$ cat config.mk
export PLATFORM = sky130hd
export DESIGN_NAME = regfile_op_sequencer
export DESIGN_NICKNAME = d
export VERILOG_FILES = /design/src/rtl/regfile_op_sequencer.sv
export SDC_FILE = /design/constraint.sdc
export NUM_CORES = 1
export LEC_CHECK = 0
export ABC_AREA = 1
export BUFFER_PORTS_ARGS = -buffer_cell sky130_fd_sc_hd__buf_2
export CAP_MARGIN = 40
export CORE_UTILIZATION = 55
export DETAILED_ROUTE_END_ITERATION = 10
export GPL_TIMING_DRIVEN = 0
export PLACE_DENSITY = 0.93
export SYNTH_ARGS = -nofsm -noshare
export SYNTH_HDL_FRONTEND = slang
export SYNTH_SLANG_ARGS = --single-unit
$ cat constraint.sdc
create_clock -name clk -period 4.9 [get_ports clk]
set_clock_uncertainty 0.15 [all_clocks]
set_input_delay 1.225 -clock clk [delete_from_list [all_inputs] [get_ports clk]]
set_output_delay 1.225 -clock clk [all_outputs]
set_load 0.005 [all_outputs]
$ cat src/rtl/regfile_op_sequencer.sv
// Serialises ADD/SUB/MOV/LOADI commands onto a single register-file port:
// read both sources, compute, write one cycle, then hand the result back.
module regfile_op_sequencer #(
  parameter int DATA_W  = 16,
  parameter int ADDR_W  = 5,
  parameter int RD_WAIT = 1
) (
  input  logic              clk,
  input  logic              rst_n,
  input  logic              cmd_valid,
  output logic              cmd_ready,
  input  logic [1:0]        cmd_op,
  input  logic [ADDR_W-1:0] cmd_rd,
  input  logic [ADDR_W-1:0] cmd_rs1,
  input  logic [ADDR_W-1:0] cmd_rs2,
  input  logic [DATA_W-1:0] cmd_imm,
  output logic              rf_mode,
  output logic [ADDR_W-1:0] rf_waddr,
  output logic [DATA_W-1:0] rf_wdata,
  output logic [ADDR_W-1:0] rf_raddr1,
  output logic [ADDR_W-1:0] rf_raddr2,
  input  logic [DATA_W-1:0] rf_rdata1,
  input  logic [DATA_W-1:0] rf_rdata2,
  output logic              res_valid,
  input  logic              res_ready,
  output logic [DATA_W-1:0] res_value,
  output logic              res_carry,
  output logic              busy
);

  typedef enum logic [1:0] {IDLE, READ, WRITE, RESP} state_t;

  localparam logic [1:0] OP_ADD   = 2'b00;
  localparam logic [1:0] OP_SUB   = 2'b01;
  localparam logic [1:0] OP_LOADI = 2'b11;
  localparam int CNT_W = (RD_WAIT > 1) ? $clog2(RD_WAIT) : 1;

  state_t            state, state_next;
  logic [1:0]        op;
  logic [CNT_W-1:0]  cnt;
  logic              accept;
  logic              read_done;
  logic [DATA_W:0]   sum, diff;
  logic [DATA_W-1:0] result;
  logic              carry;

  assign accept    = cmd_valid && (state == IDLE);
  assign read_done = (cnt == CNT_W'(RD_WAIT - 1));

  always_ff @(posedge clk or negedge rst_n) begin
    if (!rst_n) state <= IDLE;
    else        state <= state_next;
  end

  always_comb begin
    state_next = state;
    case (state)
      IDLE:  if (accept) state_next = (cmd_op == OP_LOADI) ? WRITE : READ;
      READ:  if (read_done) state_next = WRITE;
      WRITE: state_next = RESP;
      RESP:  if (res_ready) state_next = IDLE;
      default: state_next = IDLE;
    endcase
  end

  // Borrow of SUB falls out as the top bit of the extended difference.
  always_comb begin
    sum    = {1'b0, rf_rdata1} + {1'b0, rf_rdata2};
    diff   = {1'b0, rf_rdata1} - {1'b0, rf_rdata2};
    result = rf_rdata1;
    carry  = 1'b0;
    case (op)
      OP_ADD: begin result = sum[DATA_W-1:0];  carry = sum[DATA_W];  end
      OP_SUB: begin result = diff[DATA_W-1:0]; carry = diff[DATA_W]; end
      default: ;
    endcase
  end

  always_ff @(posedge clk or negedge rst_n) begin
    if (!rst_n) begin
      op        <= 2'b00;
      cnt       <= '0;
      rf_raddr1 <= '0;
      rf_raddr2 <= '0;
      rf_waddr  <= '0;
      rf_wdata  <= '0;
      res_carry <= 1'b0;
    end else if (accept) begin
      op        <= cmd_op;
      cnt       <= '0;
      rf_raddr1 <= cmd_rs1;
      rf_raddr2 <= cmd_rs2;
      rf_waddr  <= cmd_rd;
      if (cmd_op == OP_LOADI) begin
        rf_wdata  <= cmd_imm;
        res_carry <= 1'b0;
      end
    end else if (state == READ) begin
      if (read_done) begin
        rf_wdata  <= result;
        res_carry <= carry;
      end else begin
        cnt <= cnt + 1'b1;
      end
    end
  end

  // The returned value is by construction the word that was written.
  assign res_value = rf_wdata;
  assign rf_mode   = (state == WRITE);
  assign res_valid = (state == RESP);
  assign cmd_ready = (state == IDLE);
  assign busy      = (state != IDLE);

endmodule

==> results.toml, run 1 <==
[cts]
cts-root-buf = "clkbuf_8"
clock_latency_ps = 290
numCtsBuffers = 5
htreeDepth = 2
clk_path_buf_depth = 2
clk_pin_slew_worst_paths_ps = 70
cts_tree = "done"
postCtsHoldBufs = 0
cts_post_setup_buffers_inserted = 0
post_cts_resized = 0
cts_num_sinks = 36

[route]
drt_first_iter_violations = 373
wire_per_inst_um = 13.6
avgViaCountPerCell = 5.28
ant_nets = 0
vias = 4831
drt_pass1_iterations = 5
drc = 0
routed_wl_mm = 12.5

[logic_synthesis]
ys_types = 37
synth-seq-area-share_pct = 21.7
ys_warn_count = 0
synth_mux_area_share_pct = 0
synthCells = 689
synthXorXnorAreaFrac_pct = 0
async_flop_share_pct = 100
synth-seq-cells = 36
avgSynthCellArea_um2 = 6.03
syn_nets = 797
synth_compound_area_share_pct = 7.38
synth_top_family_by_area = "simple AND/OR/NAND/NOR gates"
yosys.area.top_type = "nand2_1"
synthFlopType = "dfrtp_1"
syn-cell-area_um2 = 4150
synth-edff-count = 0
yosysTopAreaCellShare_pct = 24.4
synth_simple_gate_area_share_pct = 41.4
synthAdderAreaFrac_pct = 12.1
yosys-top-cells-area = "nand2_1 24%, dfrtp_1 22%, ha_1 11%"

[placed_design]
place_inst = 908
portBuffers = 120
dpl.hpwl_mm = 9.89
gp_congestion = 0.998

[sta]
fmax_ghz = 0.336
fin_crit_sh_pct = 60.7
rsz0062_at_grt = "no"
tightest_slew_ps = 793
period_needed_ps = 2980
slew_violations = 0
finalHoldViolations = 0
finalSetupTns_ps = 0
slew_headroom_pct = 47.2
setup_violations = 0

[floorplan]
ios = 121
start_util_pct = 56.9
die_width_um = 88.9
die_y_um = 88.9
design.die.area_um2 = 7900
core_um2 = 7290
rows = 31

[setup_path]
crit_type = "input pin to flip-flop"
cp.arrival_ps = 3010
r2r_setup_slack_ps = 2660
crit_fanout = 3
endpoint_kind = "flip-flop"
r2r_start = "state[0]"
critPathRequiredTime_ps = 4930
setup.worst_path.start_class = "input pin"
startpoint = "rf_rdata1[0]"

[pwr]
p_int_mw = 1.12
clkPwrFrac_pct = 10.9
swShare_pct = 46.8
p_leak_nw = 3.08
vdd_drop_max_uv = 363
p_switching_mw = 0.984
power_density_nw_per_um2 = 423
seqPwrFrac_pct = 26.3
comb_power_share_pct = 62.8

[global_route]
grt_overflow = 0
grt_max_degree = 37
grt_pass1_vias = 4607
grt_pass1_wl_mm = 20.2
grt_antenna_before_repair = 0
track_usage_pct = 33.3

[min_path]
hold_class = "flip-flop to flip-flop"
worstHoldStart = "rf_raddr2[3]"

[final_layout]
post-route-util_pct = 68.2
area_growth_pct = 19.8
drive_gt1_share_pct = 21.9
layout_commonest_cell = "nand2_1"
final_cell_mix = "270 x nand2_1, 129 x buf_2, 106 x inv_1"
fillCellCount = 717
final_cells = 915
fin_nets = 924
diodes = 0

[run]
max_cap_violations = 0

[outcome]
outcome = "finished, final reports clean"
## cell usage after synthesis, drive strengths merged (2+ instances only)
| cell type | instances |
|---|---|
| nand2 | 271 |
| inv | 109 |
| nand3 | 65 |
| nor2 | 50 |
| ha | 37 |
| buf | 36 |
| dfrtp | 36 |
| o21ai | 17 |
| a21oi | 16 |
| nand4 | 15 |
| nor3 | 7 |
| clkbuf | 5 |
| o211ai | 4 |
| a31oi | 3 |
| nand3b | 3 |
| o21bai | 3 |
| a21boi | 2 |
| and2 | 2 |
| fa | 2 |
| o22ai | 2 |
## kinds of logic (layout without fill, tap and decap cells)
| logic type | Yosys count | count (layout) |
|---|---|---|
| AO/OA/AOI/OAI | 50 | 50 |
| adder cells (fa/ha/maj) | 39 | 39 |
| buffers and inverters | 150 | 277 |
| flip-flops | 36 | 36 |
| AND/OR/NAND/NOR | 414 | 414 |
## final cells by class
class | instances | area (um^2) | share of cell area (%)
timing repair buffer | 120 | 601 | 12.1
clock buffer | 7 | 96.3 | 1.94
sequential | 36 | 901 | 18.1
buffer | 41 | 313 | 6.29
multi-input combinational | 503 | 2530 | 50.9
inverter | 109 | 409 | 8.23
tap | 99 | 124 | 2.49
## sequential cells by signal, indices dropped and copies added, names as in the netlist
signal     cells
res_value     16
op             2
state          2
rf_waddr       5
res_carry      1
rf_raddr2      5
rf_raddr1      5
## worst max-delay path: stages
cell and delay (ps):
buf_2 110, inv_1 70, ha_1 210, fa_1 390, inv_1 120, nand3_1 100
nand3_1 150, nand3_1 140, nand3_1 120, nand2_1 60, nand3_1 70, nand3b_1 120
nand2_1 80, nand2_1 50
## per-layer routing
layer / share of wire, % / GRT usage [%] / vias up / routed length, um
met5: 0 / 0 / - / 0
li1: - / - / 2375 / -
met4: 4.4 / 19.1 / 0 / 543
met1: 41 / 40.1 / 2165 / 5110
met2: 47 / 55.2 / 243 / 5910
met3: 7.3 / 6.72 / 48 / 905
## through the flow
stage | setup slack [ps] | power (mW) | hold WS, ps | area (um^2)
final | 1920 | 2.11 | 327 | 4970
after global routing | 1710 | 2.29 | 344 | 4970
after CTS | 1930 | 2.09 | 328 | 4970
after detailed placement | 1620 | 1.84 | 309 | 4880
after global placement | 1690 | 1.79 | 308 | 4880
after floorplan | 2100 | 1.35 | 322 | 4150
## worst paths after layout
path	to	cells after the start
worst max-delay path	res_value[12]	14
worst max register to register	res_value[3]	8
min in group asynchronous	rf_raddr2[1]	1
worst min-delay path	rf_raddr2[3]	2
max in group asynchronous	res_value[6]	1
worst min register to register	rf_raddr2[3]	2
## power groups by stage
stage	clock network [mW]	logic [mW]	registers, mW
6_report	0.229	1.32	0.554
5_1_grt	0.239	1.49	0.566
4_1_cts	0.228	1.31	0.548
3_5_place_dp	0	1.29	0.547
3_3_place_gp	0	1.25	0.537
2_1_floorplan	0	0.808	0.544
Power figures use the tool's default switching activity.
==> run 2: changes to the inputs <==
--- a/config.mk
+++ b/config.mk
@@ -8,10 +8,10 @@
 export ABC_AREA = 1
 export BUFFER_PORTS_ARGS = -buffer_cell sky130_fd_sc_hd__buf_2
 export CAP_MARGIN = 40
-export CORE_UTILIZATION = 55
+export CORE_UTILIZATION = 48
 export DETAILED_ROUTE_END_ITERATION = 10
 export GPL_TIMING_DRIVEN = 0
-export PLACE_DENSITY = 0.93
+export PLACE_DENSITY = 0.87
 export SYNTH_ARGS = -nofsm -noshare
 export SYNTH_HDL_FRONTEND = slang
 export SYNTH_SLANG_ARGS = --single-unit
==> constraint.sdc (replaced) <==
create_clock -name clk -period 2.7 [get_ports clk]
set_clock_uncertainty 0.15 [all_clocks]
set_input_delay 0.675 -clock clk [delete_from_list [all_inputs] [get_ports clk]]
set_output_delay 0.675 -clock clk [all_outputs]
set_load 0.005 [all_outputs]
==> results.toml, run 2 (synthesis gave the netlist of run 1 again) <==
[placed_design]
portBuffers = 120
place_inst = 914
dpl.hpwl_mm = 9.43
gp_congestion = 0.970
placed_cell_area_um2 = 4880

[route]
vias = 4726
wire_per_inst_um = 12.9
routed_wl_mm = 11.8
avgViaCountPerCell = 5.13
drt_first_iter_violations = 331
ant_nets = 0
drt_pass1_iterations = 6
drc = 0

[cts]
numCtsBuffers = 5
cts_num_sinks = 36
cts-root-buf = "clkbuf_8"
cts_post_setup_buffers_inserted = 0
post_cts_resized = 0
clock_latency_ps = 280
clk_pin_slew_worst_paths_ps = 60
htreeDepth = 2
clk_path_buf_depth = 2
cts_tree = "done"
postCtsHoldBufs = 0

[floorplan]
core_um2 = 8300
start_util_pct = 50.0
rows = 33
die_width_um = 95
die_y_um = 95
design.die.area_um2 = 9030
ios = 121

[global_route]
track_usage_pct = 27.4
grt_overflow = 0
grt_pass1_vias = 4396
grt_antenna_before_repair = 0
grt_pass1_wl_mm = 19.4
grt_max_degree = 37

[final_layout]
layout_commonest_cell = "nand2_1"
largest_reg_flops = 16
fillCellCount = 829
post-route-util_pct = 60.0
fin_nets = 924
final_cells = 921
diodes = 0
drive_gt1_share_pct = 21.9
final_cell_mix = "270 x nand2_1, 129 x buf_2, 106 x inv_1"
design_area_um2 = 4980
area_growth_pct = 20.0

[sta]
setup_violations = 0
slew_violations = 0
slew_headroom_pct = 46.6
period_needed_ps = 2450
fin_crit_sh_pct = 90.6
finalHoldViolations = 0
finalSetupTns_ps = 0
tightest_slew_ps = 801
rsz0062_at_grt = "no"
fmax_ghz = 0.409

[setup_path]
crit_type = "input pin to flip-flop"
endpoint_kind = "flip-flop"
r2r_end = "res_value[3]"
r2r_start = "state[0]"
r2r_cells = 8
crit_fanout = 3
cp.arrival_ps = 2470
setup.worst_path.start_class = "input pin"
r2r_setup_slack_ps = 610
critPathRequiredTime_ps = 2730

[min_path]
hold_class = "flip-flop to flip-flop"
holdPathStages = 2
hold_path_end = "res_carry"
worstHoldStart = "res_carry"

[outcome]
outcome = "finished, final reports clean"

[pwr]
power.total_mw = 3.75
power_density_nw_per_um2 = 753
vdd_drop_max_uv = 560
p_leak_nw = 3.08

[run]
max_cap_violations = 0
==> run 2: cell counts in the layout (fill, tap and decap cells not counted) <==
No cell type changed its count.
==> run 2: layout make-up <==
type                       instances  area (um^2)  share of cell area (%)
multi-input combinational        503         2530                    50.8
tap                              105          131                    2.64
buffer                            41          313                    6.28
inverter                         109          409                    8.22
clock buffer                       7         96.3                    1.93
sequential                        36          901                    18.1
timing repair buffer             120          601                    12.1
==> run 2: power breakdown <==
group | internal, mW | switching [mW]
clock network | 0.227 | 0.183
logic | 1.00 | 1.35
registers | 0.804 | 0.187
==> run 2: how the worst max path moves through the flow <==
stage	startpoint	to	slack, ps	cells after the start
finish	rf_rdata1[0]	res_carry	250	14
global route	rf_rdata1[0]	res_carry	170	14
global placement	rf_rdata1[0]	res_carry	30	14
CTS	rf_rdata1[0]	res_carry	300	14
floorplan	rf_rdata1[0]	res_carry	450	13
detailed placement	rf_rdata1[0]	res_carry	2	14
==> run 2: worst max-delay path, stage by stage <==
cell and delay [ps]:
buf_2 110, inv_1 60, ha_1 220, fa_1 400, inv_1 120, nand3_1 100, nand3_1 160, nand3_1 140
nand3_1 120, nand2_1 60, o211ai_1 90, nand2_1 110, nand2_1 70, nand2_1 40
==> run 2: layer usage <==
layer / global-route usage, % / up-vias / part of all wire (%)
met5: 0 / - / 0
met3: 2.90 / 33 / 7.3
li1: - / 2370 / -
met4: 12.0 / 0 / 3.3
met2: 45.7 / 237 / 47
met1: 35.8 / 2086 / 42
==> run 2: metrics by stage <==
stage | setup slack (ps) | hold slack (ps)
6_report | 254 | 321
5_1_grt | 166 | 354
4_1_cts | 296 | 328
3_5_place_dp | 1.82 | 310
3_3_place_gp | 33.1 | 308
2_1_floorplan | 451 | 229
==> run 3: changes to the inputs <==
--- a/config.mk
+++ b/config.mk
@@ -12,6 +12,8 @@
 export DETAILED_ROUTE_END_ITERATION = 10
 export GPL_TIMING_DRIVEN = 0
 export PLACE_DENSITY = 0.87
+export REMOVE_ABC_BUFFERS = 1
+export SKIP_CTS_REPAIR_TIMING = 1
 export SYNTH_ARGS = -nofsm -noshare
 export SYNTH_HDL_FRONTEND = slang
 export SYNTH_SLANG_ARGS = --single-unit
==> results.toml, run 3 (synthesis gave the netlist of run 1 again) <==
[outcome]
outcome = "finished, final reports clean"

[global_route]
grt_pass1_wl_mm = 18.0
grt_pass1_vias = 4098
grt_antenna_before_repair = 0
grt_overflow = 0
track_usage_pct = 24.9
grt_max_degree = 37

[setup_path]
r2r_setup_slack_ps = 310
startpoint = "rf_rdata1[0]"
crit_type = "input pin to flip-flop"
setup.worst_path.start_class = "input pin"
crit_fanout = 3
cp.arrival_ps = 2480
r2r_start = "op[1]"
critPathRequiredTime_ps = 2730
endpoint_kind = "flip-flop"

[cts]
cts-root-buf = "clkbuf_8"
numCtsBuffers = 5
clock_latency_ps = 290
htreeDepth = 2
clk_path_buf_depth = 2
cts_tree = "done"
cts_num_sinks = 36
clk_pin_slew_worst_paths_ps = 70

[floorplan]
start_util_pct = 50.0
ios = 121
design.die.area_um2 = 9030
die_width_um = 95
core_um2 = 8300
rows = 33
die_y_um = 95

[placed_design]
gp_congestion = 0.896
dpl.hpwl_mm = 8.74
placed_cell_area_um2 = 4610
portBuffers = 120
place_ws_ps = -23.8

[sta]
fmax_ghz = 0.408
holdWs_ps = 316
period_needed_ps = 2450
fin_crit_sh_pct = 90.8
setup_violations = 0
finalHoldViolations = 0
slew_violations = 0
finalSetupTns_ps = 0
tightest_slew_ps = 870
rsz0062_at_grt = "no"
setup_slack_ps = 248
slew_headroom_pct = 42.0

[pwr]
p_switching_mw = 1.62
clkPwrFrac_pct = 13.3
p_leak_nw = 2.92
p_int_mw = 1.90
seqPwrFrac_pct = 29.1
vdd_drop_max_uv = 684
comb_power_share_pct = 57.6
swShare_pct = 46.1
power_density_nw_per_um2 = 746

[route]
ant_nets = 0
top_layer_used = "met4"
wl_met2_mm = 5.35
drc = 0
dr_wl_met3_um = 722
vias = 4477
routed_wl_mm = 11.0
wl_met1_mm = 4.76
drt_pass1_iterations = 5
wire_per_inst_um = 12.4
drt_first_iter_violations = 337
avgViaCountPerCell = 5.06

[final_layout]
multiInputGateArea_um2 = 2530
area_growth_pct = 13.7
largest_reg_flops = 16
design_area_um2 = 4720
drive_gt1_share_pct = 18.6
fin_nets = 886
fillCellCount = 821
post-route-util_pct = 56.9
diodes = 0
layout_commonest_cell = "nand2_1"
final_cell_mix = "269 x nand2_1, 120 x buf_2, 106 x inv_1"
regArea_um2 = 901

[run]
max_cap_violations = 0

[min_path]
hold_class = "input pin to async pin"
run 3: power groups by stage:
stage	sequential [mW]	clock, mW	combinational (mW)
floorplan	1.03	0	1.16
global placement	1.01	0	1.93
detailed placement	1.02	0	2.01
CTS	1.02	0.476	2.02
global route	1.06	0.501	2.33
finish	1.02	0.469	2.03
run 3: worst paths after layout:
kind | to | cells past startpoint
worst max-delay path | res_value[12] | 14
worst min-delay path | rf_waddr[1] | 1
worst max register to register | res_value[3] | 7
worst min register to register | rf_raddr2[4] | 2
max in group asynchronous | res_value[1] | 1
min in group clk | rf_raddr2[4] | 2
run 3: cell type report:
type / count / share of cell area, %
clock buffer: 6 / 1.54
tap: 105 / 2.78
clock inverter: 2 / 0.742
inverter: 109 / 8.67
timing repair buffer: 123 / 13.5
sequential: 36 / 19.1
multi-input combinational: 503 / 53.6
run 3: worst max-delay path, cell delays in order:
cell      delay (ps)
buf_2            100
inv_1             50
ha_1             200
fa_1             400
inv_1            130
nand3_1          100
nand3_1          170
nand3_1          150
nand3_1          130
nand2_1           60
nand3_1           70
nand3b_1         120
nand2_1           90
nand2_1           50
run 3: layer usage:
layer / global-route usage [%] / vias up
met5: 0 / -
met4: 6.69 / 0
met3: 3.38 / 14
met2: 43.5 / 161
met1: 32.1 / 2005
li1: - / 2297
run 3: per-stage QoR:
step           power (mW)  cells
2_1_floorplan        2.19    648
3_3_place_gp         2.94    873
3_5_place_dp         3.04    876
4_1_cts              3.52    884
5_1_grt              3.89    884
6_report             3.52    884
